File: src/rtl/adc_pkg.sv
// Shared definitions for the ADC frame demultiplexer: the tracker state encoding,
// the index-width helper and the default frame width.
package adc_pkg;

  localparam logic [1:0] ST_SEARCH = 2'd0;
  localparam logic [1:0] ST_ALIGN  = 2'd1;
  localparam logic [1:0] ST_LOCKED = 2'd2;

  localparam int DefAdcRes = 14;
  localparam int DefNumCh  = 4;
  localparam int FrameW    = DefNumCh * DefAdcRes;

  // Ceiling log2; callers guarantee n >= 2, so the result is at least 1.
  function automatic int clog2(input int n);
    int w;
    w = 0;
    while ((1 << w) < n) w++;
    return w;
  endfunction

endpackage

File: src/rtl/adc_sync_tracker.sv
// Frame alignment tracker: walks the channel index, qualifies frame markers,
// counts good frames towards lock and keeps a saturating sync-error count.
module adc_sync_tracker
  import adc_pkg::*;
#(
  parameter int NumCh      = 4,
  parameter int LockFrames = 4,
  parameter int ErrCntW    = 8,
  localparam int IdxW      = clog2(NumCh)
) (
  input  logic               clk_demux_i,
  input  logic               rst_i,
  input  logic               clk_en_i,
  input  logic               frame_i,
  output logic               wr_en,
  output logic [IdxW-1:0]    wr_slot,
  output logic               frame_done,
  output logic               emit,
  output logic               locked,
  output logic               sync_err,
  output logic [ErrCntW-1:0] err_cnt
);

  localparam logic [IdxW-1:0] LastIdx  = IdxW'(NumCh - 1);
  localparam logic [3:0]      GoodLast = 4'(LockFrames - 1);

  logic [1:0]         state_reg;
  logic [IdxW-1:0]    idx_reg;
  logic [3:0]         good_reg;
  logic               locked_reg;
  logic               sync_err_reg;
  logic [ErrCntW-1:0] err_cnt_reg;

  logic tracking;
  logic start;
  logic err_a;
  logic err_b;
  logic last;

  always_comb begin
    tracking   = clk_en_i && (state_reg != ST_SEARCH);
    start      = clk_en_i && (state_reg == ST_SEARCH) && frame_i;
    err_a      = tracking && frame_i && (idx_reg != '0);
    err_b      = tracking && !frame_i && (idx_reg == '0);
    last       = (idx_reg == LastIdx);
    frame_done = tracking && !err_a && !err_b && last;
    emit       = frame_done && (state_reg == ST_LOCKED);
    // A marker always lands in slot 0, whether it starts or re-starts a frame.
    wr_en      = start || err_a || (tracking && !err_b && !last);
    wr_slot    = (start || err_a) ? '0 : idx_reg;
  end

  always_ff @(posedge clk_demux_i) begin
    if (rst_i) begin
      state_reg    <= ST_SEARCH;
      idx_reg      <= '0;
      good_reg     <= '0;
      locked_reg   <= 1'b0;
      sync_err_reg <= 1'b0;
      err_cnt_reg  <= '0;
    end else begin
      sync_err_reg <= err_a || err_b;
      if ((err_a || err_b) && (err_cnt_reg != '1))
        err_cnt_reg <= err_cnt_reg + 1'b1;

      if (start) begin
        state_reg <= ST_ALIGN;
        idx_reg   <= IdxW'(1);
      end else if (err_a) begin
        state_reg  <= ST_ALIGN;
        idx_reg    <= IdxW'(1);
        good_reg   <= '0;
        locked_reg <= 1'b0;
      end else if (err_b) begin
        state_reg  <= ST_SEARCH;
        idx_reg    <= '0;
        good_reg   <= '0;
        locked_reg <= 1'b0;
      end else if (tracking) begin
        if (last) begin
          idx_reg <= '0;
          if (state_reg == ST_ALIGN) begin
            if (good_reg == GoodLast) begin
              state_reg  <= ST_LOCKED;
              locked_reg <= 1'b1;
              good_reg   <= '0;
            end else begin
              good_reg <= good_reg + 1'b1;
            end
          end
        end else begin
          idx_reg <= idx_reg + 1'b1;
        end
      end
    end
  end

  assign locked   = locked_reg;
  assign sync_err = sync_err_reg;
  assign err_cnt  = err_cnt_reg;

endmodule

File: src/rtl/adc_frame_demux.sv
// Time-interleaved ADC demultiplexer: converts each accepted sample, stages a frame
// and publishes complete frames on a flat per-channel bus once alignment is locked.
module adc_frame_demux
  import adc_pkg::*;
#(
  parameter int AdcRes     = 14,
  parameter int NumCh      = 4,
  parameter int LockFrames = 4,
  parameter int ErrCntW    = 8
) (
  input  logic                    clk_demux_i,
  input  logic                    rst_i,
  input  logic                    clk_en_i,
  input  logic [AdcRes-1:0]       adc_data_i,
  input  logic                    frame_i,
  input  logic                    fmt_twos_i,
  output logic                    valid_o,
  output logic [NumCh*AdcRes-1:0] ch_data_o,
  output logic                    locked_o,
  output logic                    sync_err_o,
  output logic [ErrCntW-1:0]      err_cnt_o
);

  localparam int IdxW   = clog2(NumCh);
  localparam int StageW = (NumCh - 1) * AdcRes;

  logic              wr_en;
  logic [IdxW-1:0]   wr_slot;
  logic              frame_done;
  logic              emit;
  logic [AdcRes-1:0] sample_conv;
  logic [NumCh-2:0]  slot_we;
  logic [StageW-1:0] stage_reg;
  logic [NumCh*AdcRes-1:0] ch_data_reg;
  logic              valid_reg;

  adc_sync_tracker #(
    .NumCh      (NumCh),
    .LockFrames (LockFrames),
    .ErrCntW    (ErrCntW)
  ) u_tracker (
    .clk_demux_i (clk_demux_i),
    .rst_i       (rst_i),
    .clk_en_i    (clk_en_i),
    .frame_i     (frame_i),
    .wr_en       (wr_en),
    .wr_slot     (wr_slot),
    .frame_done  (frame_done),
    .emit        (emit),
    .locked      (locked_o),
    .sync_err    (sync_err_o),
    .err_cnt     (err_cnt_o)
  );

  // Offset-binary to two's complement is just an MSB flip.
  assign sample_conv = {adc_data_i[AdcRes-1] ^ fmt_twos_i, adc_data_i[AdcRes-2:0]};

  generate
    for (genvar gi = 0; gi < NumCh - 1; gi++) begin : g_slot_we
      assign slot_we[gi] = wr_en && (wr_slot == IdxW'(gi));
    end
  endgenerate

  always_ff @(posedge clk_demux_i) begin
    if (rst_i) begin
      stage_reg   <= '0;
      ch_data_reg <= '0;
      valid_reg   <= 1'b0;
    end else begin
      valid_reg <= emit;
      for (int k = 0; k < NumCh - 1; k++) begin
        if (slot_we[k])
          stage_reg[k*AdcRes +: AdcRes] <= sample_conv;
      end
      // The last channel bypasses staging so the frame appears on its own edge.
      if (frame_done && emit)
        ch_data_reg <= {sample_conv, stage_reg};
    end
  end

  assign valid_o   = valid_reg;
  assign ch_data_o = ch_data_reg;

endmodule

File: config.mk
export PLATFORM = sky130hd
export DESIGN_NAME = adc_frame_demux
export DESIGN_NICKNAME = d
export VERILOG_FILES = /design/src/rtl/adc_pkg.sv /design/src/rtl/adc_sync_tracker.sv /design/src/rtl/adc_frame_demux.sv
export SDC_FILE = /design/constraint.sdc
export NUM_CORES = 1
export LEC_CHECK = 0
export ABC_AREA = 1
export CORE_MARGIN = 2
export CORE_UTILIZATION = 25
export CTS_CLUSTER_DIAMETER = 60
export DETAILED_ROUTE_END_ITERATION = 10
export GPL_TIMING_DRIVEN = 0
export SLEW_MARGIN = 20
export SYNTH_ARGS = -nofsm -noshare
export SYNTH_HDL_FRONTEND = slang
export SYNTH_SLANG_ARGS = --single-unit
File: constraint.sdc
create_clock -name clk_demux_i -period 1.77 [get_ports clk_demux_i]
set_input_delay 0.177 -clock clk_demux_i [delete_from_list [all_inputs] [get_ports clk_demux_i]]
set_output_delay 0.177 -clock clk_demux_i [all_outputs]
set_load 0.02 [all_outputs]
==> results.json <==
{
  "coreArea_um2": 18600,
  "port_buffers": 84,
  "ant_nets": 0,
  "die_h_um": 141,
  "antenna_found_initial": 0,
  "ir_drop_uv": 728,
  "drc": 0,
  "wl_per_cell_um": 13.0,
  "synth_cells": 650,
  "cts_buffer_depth": 2,
  "vias": 4364,
  "clkTransAtPathRegs_ns": 0.06,
  "diodes": 0,
  "syn_area_per_cell_um2": 7.23,
  "synth_xor_area_share_pct": 0.746,
  "status": "finished, final reports clean",
  "period_minus_slack_ns": 1.71,
  "ys_seq_area_share_pct": 49.9,
  "drt-total-wl_um": 13100,
  "detailed_place_hpwl_um": 9530,
  "synthesis.area_um2": 4700,
  "fin_crit_sh_pct": 96.3,
  "fin_nets": 782,
  "fillers": 1926,
  "muxShareOfSynthArea_pct": 0,
  "grt_pass1_vias": 4121,
  "drv_cap": 0,
  "cp_max_fo": 10,
  "setup_viol": 0,
  "slew_headroom_pct": 64.4,
  "syn-num-nets": 673,
  "synth_compound_area_share_pct": 9.85,
  "whs_ns": 0.159,
  "hold_viol_final": 0,
  "grt_overflow": 0,
  "yosysUniqueCellTypes": 28,
  "totalPowerFinal_mw": 6.57,
  "synth_top_area_share_pct": 49.9,
  "areaGrowthSynthToFinish_pct": 40.4,
  "hold_buffers": 0,
  "drt_iter0_markers": 178,
  "cts-buffers-inserted": 17,
  "grt_pass1_wl_um": 21000,
  "numClockSinks": 117,
  "grt_max_degree": 17,
  "via_per_inst": 4.34,
  "startpoint_type": "flip-flop",
  "grt_setup_unrepaired": "yes",
  "die_w_um": 141,
  "cts-root-buf": "clkbuf_16",
  "cts_tree": "yes",
  "critPathKind": "flip-flop to flip-flop",
  "synth_fa_ha_area_share_pct": 1.07,
  "clock.fmax_mhz": 586,
  "place.gp.congestion": 0.834,
  "largest_reg_flops": 56,
  "track_usage_pct": 13.6,
  "cp.arrival_ns": 2.02,
  "h-tree-depth": 4,
  "synth_top_family_by_area": "simple AND/OR/NAND/NOR gates",
  "drive_above_1_share_pct": 12.0,
  "required_ns": 2.08,
  "yosys.area_share.simple_pct": 31.4,
  "first_pass_iters": 4,
  "dieArea_um2": 19900,
  "design.portCount": 86,
  "start_util_pct": 25.3,
  "synthTopCellsByArea": "dfxtp_1 50%, nor2_1 16%, nand2_1 7.1%, nand3_1 6.0%, o21ai_0 5.5%",
  "layout_commonest_cell": "nor2_1",
  "clk-insertion-delay-late_ns": 0.42,
  "p_per_area_nw_per_um2": 996,
  "rows": 50,
  "worst_clock_skew_ns": 0.00685,
  "ys_ff_latch": 117,
  "final_cell_mix": "201 x nor2_1, 115 x dfxtp_1, 88 x nand2_1, 84 x clkdlybuf4s50_1, 54 x nand3_1",
  "worst_pin_slew_ns": 0.534,
  "yosysWarningCount": 0,
  "slew_viol_final": 0,
  "leakagePower_nw": 2.63,
  "endpoint_kind": "flip-flop",
  "synth_top_cell_by_area": "dfxtp_1",
  "hold_class": "input port to flip-flop"
}
==> worst max-delay path, cell delays in order, from the launching register on <==
cell and delay (ns):
dfxtp_4 0.36, inv_2 0.06, ha_2 0.20, nand2_2 0.10, inv_2 0.07, o21ai_4 0.16, nand2_4 0.12, buf_8 0.16
buf_4 0.17, o21ai_2 0.14, nor2_1 0.05
==> final cells by class <==
type / count / area [µm²] / area share, %
clock inverter: 14 / 151 / 2.29
timing repair buffer: 90 / 886 / 13.4
buffer: 33 / 214 / 3.24
tap: 234 / 293 / 4.44
sequential: 117 / 2350 / 35.6
multi-input combinational: 458 / 2100 / 31.9
inverter: 42 / 160 / 2.43
clock buffer: 18 / 439 / 6.66
==> path summary, 6_finish.rpt <==
check	slack, ns	startpoint	to	cells past startpoint
worst max register to register	0.06	u_tracker.idx_reg[0]	ch_data_o[31]	10
worst min-delay path	0.16	rst_i	valid_o	2
worst max-delay path	0.06	u_tracker.idx_reg[0]	ch_data_o[31]	10
worst min register to register	0.47	stage_reg[5]	stage_reg[5]	2
==> what timing repair did <==
action | in CTS | in global routing
resized for setup | 24 | 36
cloned | 0 | 0
pin swaps | 1 | 3
buffers inserted | 1 | 5
endpoints found under the setup margin | 89 | 92
==> cells in the mapped netlist <==
| cell | count |
|---|---|
| nor2_1 | 204 |
| dfxtp_1 | 117 |
| nand2_1 | 89 |
| nand3_1 | 56 |
| o21ai_0 | 52 |
| inv_1 | 40 |
| a21oi_1 | 26 |
| buf_2 | 12 |
| clkbuf_1 | 12 |
| o21ai_1 | 8 |
| ha_1 | 4 |
| buf_4 | 3 |
| buf_6 | 3 |
| nand4_1 | 3 |
| xnor2_1 | 3 |
| buf_1 | 2 |
| inv_2 | 2 |
| nand2_4 | 2 |
| nor2_2 | 2 |
| nor2_4 | 2 |
| clkbuf_4 | 1 |
| nand2_2 | 1 |
| nor3_1 | 1 |
| o21ai_2 | 1 |
| o21ai_4 | 1 |
| o21bai_1 | 1 |
| or2_2 | 1 |
| xor2_1 | 1 |
==> through the flow <==
step	worst slack, ns	instances	area (µm²)	TNS, ns	utilization [%]
3_3_place_gp	-0.362	968	5830	-22.87	31.4
6_report	0.0649	1006	6600	0	35.5
5_1_grt	-0.0288	1006	6600	-0.0774	35.5
2_1_floorplan	0.0402	650	4700	0	-
3_5_place_dp	-0.381	968	5830	-22.55	31.4
4_1_cts	0.00539	1001	6470	0	34.8
==> report_power, final <==
part | total, mW | switching, mW | leakage, nW | internal (mW)
Combinational | 0.434 | 0.277 | 1.40 | 0.157
Clock | 3.43 | 1.31 | 0.287 | 2.12
Sequential | 2.71 | 0.0265 | 0.947 | 2.68
Total | 6.57 | 1.61 | 2.63 | 4.96
==> kinds of logic (layout without fill, tap and decap cells) <==
kind of cell / Yosys count / count (layout)
buf+inv: 75 / 197
simple gates: 361 / 361
fa+ha+maj: 4 / 4
flops: 117 / 117
xor+xnor: 4 / 4
compound gates: 89 / 89
==> metal layers <==
layer | wire length (µm) | up-vias | part of all wire, % | track usage, %
met1 | 5900 | 1964 | 45 | 16.3
met4 | 353 | 0 | 2.7 | 5.68
met2 | 6150 | 84 | 47 | 22.3
met3 | 706 | 27 | 5.4 | 4.59
met5 | 0 | - | 0 | 0
li1 | - | 2289 | - | -
No activity file was read; power rests on OpenSTA's default activity.
==> RTL change 1, RTL diff (same flow settings) <==
`NumCh` is set to 4 in 2 places; all go to 3.
--- a/src/rtl/adc_sync_tracker.sv
+++ b/src/rtl/adc_sync_tracker.sv
@@ -3,7 +3,7 @@
 module adc_sync_tracker
   import adc_pkg::*;
 #(
-  parameter int NumCh      = 4,
+  parameter int NumCh      = 3,
   parameter int LockFrames = 4,
   parameter int ErrCntW    = 8,
   localparam int IdxW      = clog2(NumCh)
--- a/src/rtl/adc_frame_demux.sv
+++ b/src/rtl/adc_frame_demux.sv
@@ -4,7 +4,7 @@
   import adc_pkg::*;
 #(
   parameter int AdcRes     = 14,
-  parameter int NumCh      = 4,
+  parameter int NumCh      = 3,
   parameter int LockFrames = 4,
   parameter int ErrCntW    = 8
 ) (
Interface: changed (resized ch_data_o); port bits go from 86 to 72. The function was not compared with the original's and may differ.
==> RTL change 1 against the original RTL <==
Total power is 38% lower. Sequential cell count is 28 lower. Sequential share of layout area is 1.4 points higher. Synthesized area is 23% lower. Hold slack worse by 0.046 ns. Cell area is 27% lower. Routed wire length is 30% lower. Worst setup slack better by 0.088 ns. Critical path type is now reg -> out. Critical endpoint is now err_cnt_o[2]. Largest cell class unchanged.
==> RTL change 1: results (changes against the original RTL) <==
first-pass GRT wire length 14900 µm (-29%); synth cell count leaders nor2_1, dfxtp_1, nand2_1; H-tree Lvls 3 (-1); Post-DP Area 4530 µm² (-22%); GR Util met3 4.12% (-0.46 points); fillers 1493 (-22%); vias per inst 4.36 (+0.43%); power in the clock group 0.00178 W (-48%); transition time of the tightest slew-check pin 0.503 ns (-0.0310 ns); DR WL met2 4570 µm (-26%); synthesized area per cell 7.56 µm² (+4.6%); Layout Skew 0.00779 ns (+0.000940 ns); worst-path fanout max 7 (-3); DRT Wirelength 9210 µm (-30%); worst r2r path cells 7 (-3); Max VDD drop 389 µV (-46%); layout cells sized above 1 10.7% (-1.4 points); Reg-to-Reg End u_tracker.err_cnt[3]; met3 wire length 462 µm (-35%); dpl cells 727 (-25%); Final #Nets 579 (-26%); worst reg-to-reg setup slack 0.28 ns (+0.22 ns); outcome complete, no violations; WL/cell 12.4 µm (-4.8%); met2 GRT Util 22.2% (about the same)
-- RTL change 1: kinds of logic after synthesis --
kind of cell / Yosys count / synth area share [%]
XOR/XNOR: 4 / 0.971
AND/OR/NAND/NOR: 232 / 29.2
adder cells (fa/ha/maj): 2 / 0.694
buffers and inverters: 62 / 7.56
AO/OA/AOI/OAI: 88 / 12.2
flip-flops: 89 / 49.4
-- RTL change 1: layout make-up --
class | instances | area [µm²] | area share (%)
plain buffers | 23 | 123 | 2.55
multi-input cells | 326 | 1550 | 32.3
well taps | 180 | 225 | 4.68
clock inverters | 7 | 53.8 | 1.12
clock buffers | 9 | 225 | 4.68
repair buffers | 70 | 701 | 14.6
flip-flops and latches | 89 | 1780 | 37.0
inverters | 39 | 150 | 3.12
-- RTL change 1: worst register-to-register path, stage by stage, from the launching register on --
cell,delay (ns)
dfxtp_1,0.40
ha_1,0.23
nand3_1,0.13
inv_1,0.09
nand2_1,0.06
nand3_1,0.27
nand2_1,0.09
a21oi_1,0.15
==> RTL change 2, RTL diff (config.mk and constraints unchanged) <==
Made on the original files. Register the output `err_cnt_o`, cleared by the reset; this adds one clock of latency there. The other outputs are not delayed to match.
--- a/src/rtl/adc_frame_demux.sv
+++ b/src/rtl/adc_frame_demux.sv
@@ -24,6 +24,8 @@
   localparam int IdxW   = clog2(NumCh);
   localparam int StageW = (NumCh - 1) * AdcRes;
 
+  logic [ErrCntW-1:0] err_cnt_d;
+
   logic              wr_en;
   logic [IdxW-1:0]   wr_slot;
   logic              frame_done;
@@ -49,7 +51,7 @@
     .emit        (emit),
     .locked      (locked_o),
     .sync_err    (sync_err_o),
-    .err_cnt     (err_cnt_o)
+    .err_cnt     (err_cnt_d)
   );
 
   // Offset-binary to two's complement is just an MSB flip.
@@ -81,5 +83,13 @@
   assign valid_o   = valid_reg;
   assign ch_data_o = ch_data_reg;
 
+  always_ff @(posedge clk_demux_i) begin
+    if (rst_i) begin
+      err_cnt_o <= '0;
+    end else begin
+      err_cnt_o <= err_cnt_d;
+    end
+  end
+
 endmodule
 
Function: changed (Yosys sat finds a counterexample within 4 cycles, from zero or initial values and one cycle with rst_i high).
==> RTL change 2 against the original RTL <==
Fmax grew 5.1%. Total power up 3.7%. Worst setup slack improved by 0.082 ns. Synthesized area grew 7.2%. Hold slack improved by 0.23 ns. Critical endpoint is now ch_data_o[47]. Largest cell class unchanged. Sequential cell count increased by 8. Clock skew grew 0.0050 ns. Routed wire length up 6.5%. Cell area rose by 5.3%. Combinational power down 2%. Final cell count is 5.3% higher. Core utilization down 0.061 points. Sequential power is 7% higher. Synthesized cell count rose by 3.8%.
==> RTL change 2: results (changes against the original RTL) <==
outcome complete, no violations; DP Worst Slack -0.208 ns (+0.174 ns); met2 GRT Util 20.5% (-1.7 points); port bufs 85 (+1.2%); Lkg Pwr 2.61 nW (-0.98%); GR Layer Usage met1 17.7% (+1.4 points); initial antenna violation count 0 (unchanged); clock buffer count from CTS 17 (unchanged); first-pass GRT wire length 22500 µm (+7.3%); met3 wire length 685 µm (-3.0%); GP Congestion 0.821 (-1.6%); First-pass DRT Iterations 5 (+1); hpwl dp 10200 µm (+7.0%); Critical Path AT 1.96 ns (-0.06 ns); Synth Flop Type dfxtp_1; Seq pwr share 42.5% (+1.3 points); Final #Nets 807 (+3.2%); 1st-iter DRT viols 325 (+83%); layout cells sized above 1 11.1% (-0.96 points); syn_nets 698 (+3.7%); Layout Skew 0.0119 ns (+0.00503 ns); max reg flops 56 (unchanged); Max VDD drop 688 µV (-5.4%); Post-DP Area 6220 µm² (+6.6%); switching share of power 21.6% (-3.0 points); clock-pin slew on the worst setup and hold paths about 0.050 ns; M1 WL 6690 µm (+13%); vias per inst 4.40 (+1.5%); post-synth cell types 25 (-11%); number of global-route vias before repair 4346 (+5.5%); GR Util met3 3.42% (-1.2 points); Seq/Total Area, Yosys 49.7% (-0.19 points); largest cells by area after synthesis dfxtp_1, nand3_1, nand2_1; Worst-Skew Late Latency a little over 0.4 ns; Max-slew headroom 54.4% (-10 points); Clock power frac 51.3% (-0.9 points); max layer used met4; gr usage total 13.3% (-0.32 points); P_seq 0.00289 W (+7%); maximum clock path buffer count 2 (unchanged); DR WL met2 6390 µm (+4.1%); DRT Wirelength 14000 µm (+6.5%); H-tree Lvls 4 (unchanged); synth cell count leaders nand2_1, dfxtp_1, nand3_1; worst-path fanout max 10 (unchanged)
## RTL change 2: through the flow
stage,instances,TNS [ns]
6_report,1059,0
5_1_grt,1059,0
4_1_cts,1055,0
3_5_place_dp,1025,-13.70
3_3_place_gp,1025,-12.12
2_1_floorplan,675,0
## RTL change 2: final timing paths
path | startpoint | slack, ns | endpoint | depth (start not counted)
worst max register to register | u_tracker.idx_reg[1] | 0.15 | ch_data_o[47] | 10
worst min-delay path | adc_data_i[6] | 0.39 | ch_data_o[48] | 3
worst max-delay path | u_tracker.idx_reg[1] | 0.15 | ch_data_o[47] | 10
worst min register to register | ch_data_o[22] | 0.46 | ch_data_o[22] | 2
## RTL change 2: kinds of logic after synthesis
| group | Yosys count | share of synthesized area [%] |
|---|---|---|
| simple gates | 375 | 32.5 |
| fa+ha+maj | 4 | 0.993 |
| compound gates | 86 | 8.62 |
| xor+xnor | 2 | 0.348 |
| buf+inv | 83 | 7.90 |
| flops | 125 | 49.7 |
## RTL change 2: layout make-up
class | instances | area [µm²]
repair buffers | 90 | 901
well taps | 265 | 332
clock buffers | 22 | 484
fillers | 2079 | 12600
flip-flops and latches | 125 | 2510
inverters | 41 | 154
plain buffers | 42 | 277
clock inverters | 7 | 113
multi-input cells | 467 | 2170
## RTL change 2: what timing repair did
action                     in CTS  in global routing
setup buffers                   1                  4
setup endpoints to repair      91                 92
resized for setup               8                 21
pin swaps                       0                  2
## RTL change 2: critical path, cell delays in order, from the launching register on
cell and delay, ns:
dfxtp_4 0.35, inv_1 0.08, ha_2 0.20, nor2_1 0.05, nand2_1 0.13, nand2_1 0.11
inv_2 0.12, buf_6 0.15, buf_8 0.13, nand3_1 0.08, a21oi_1 0.15
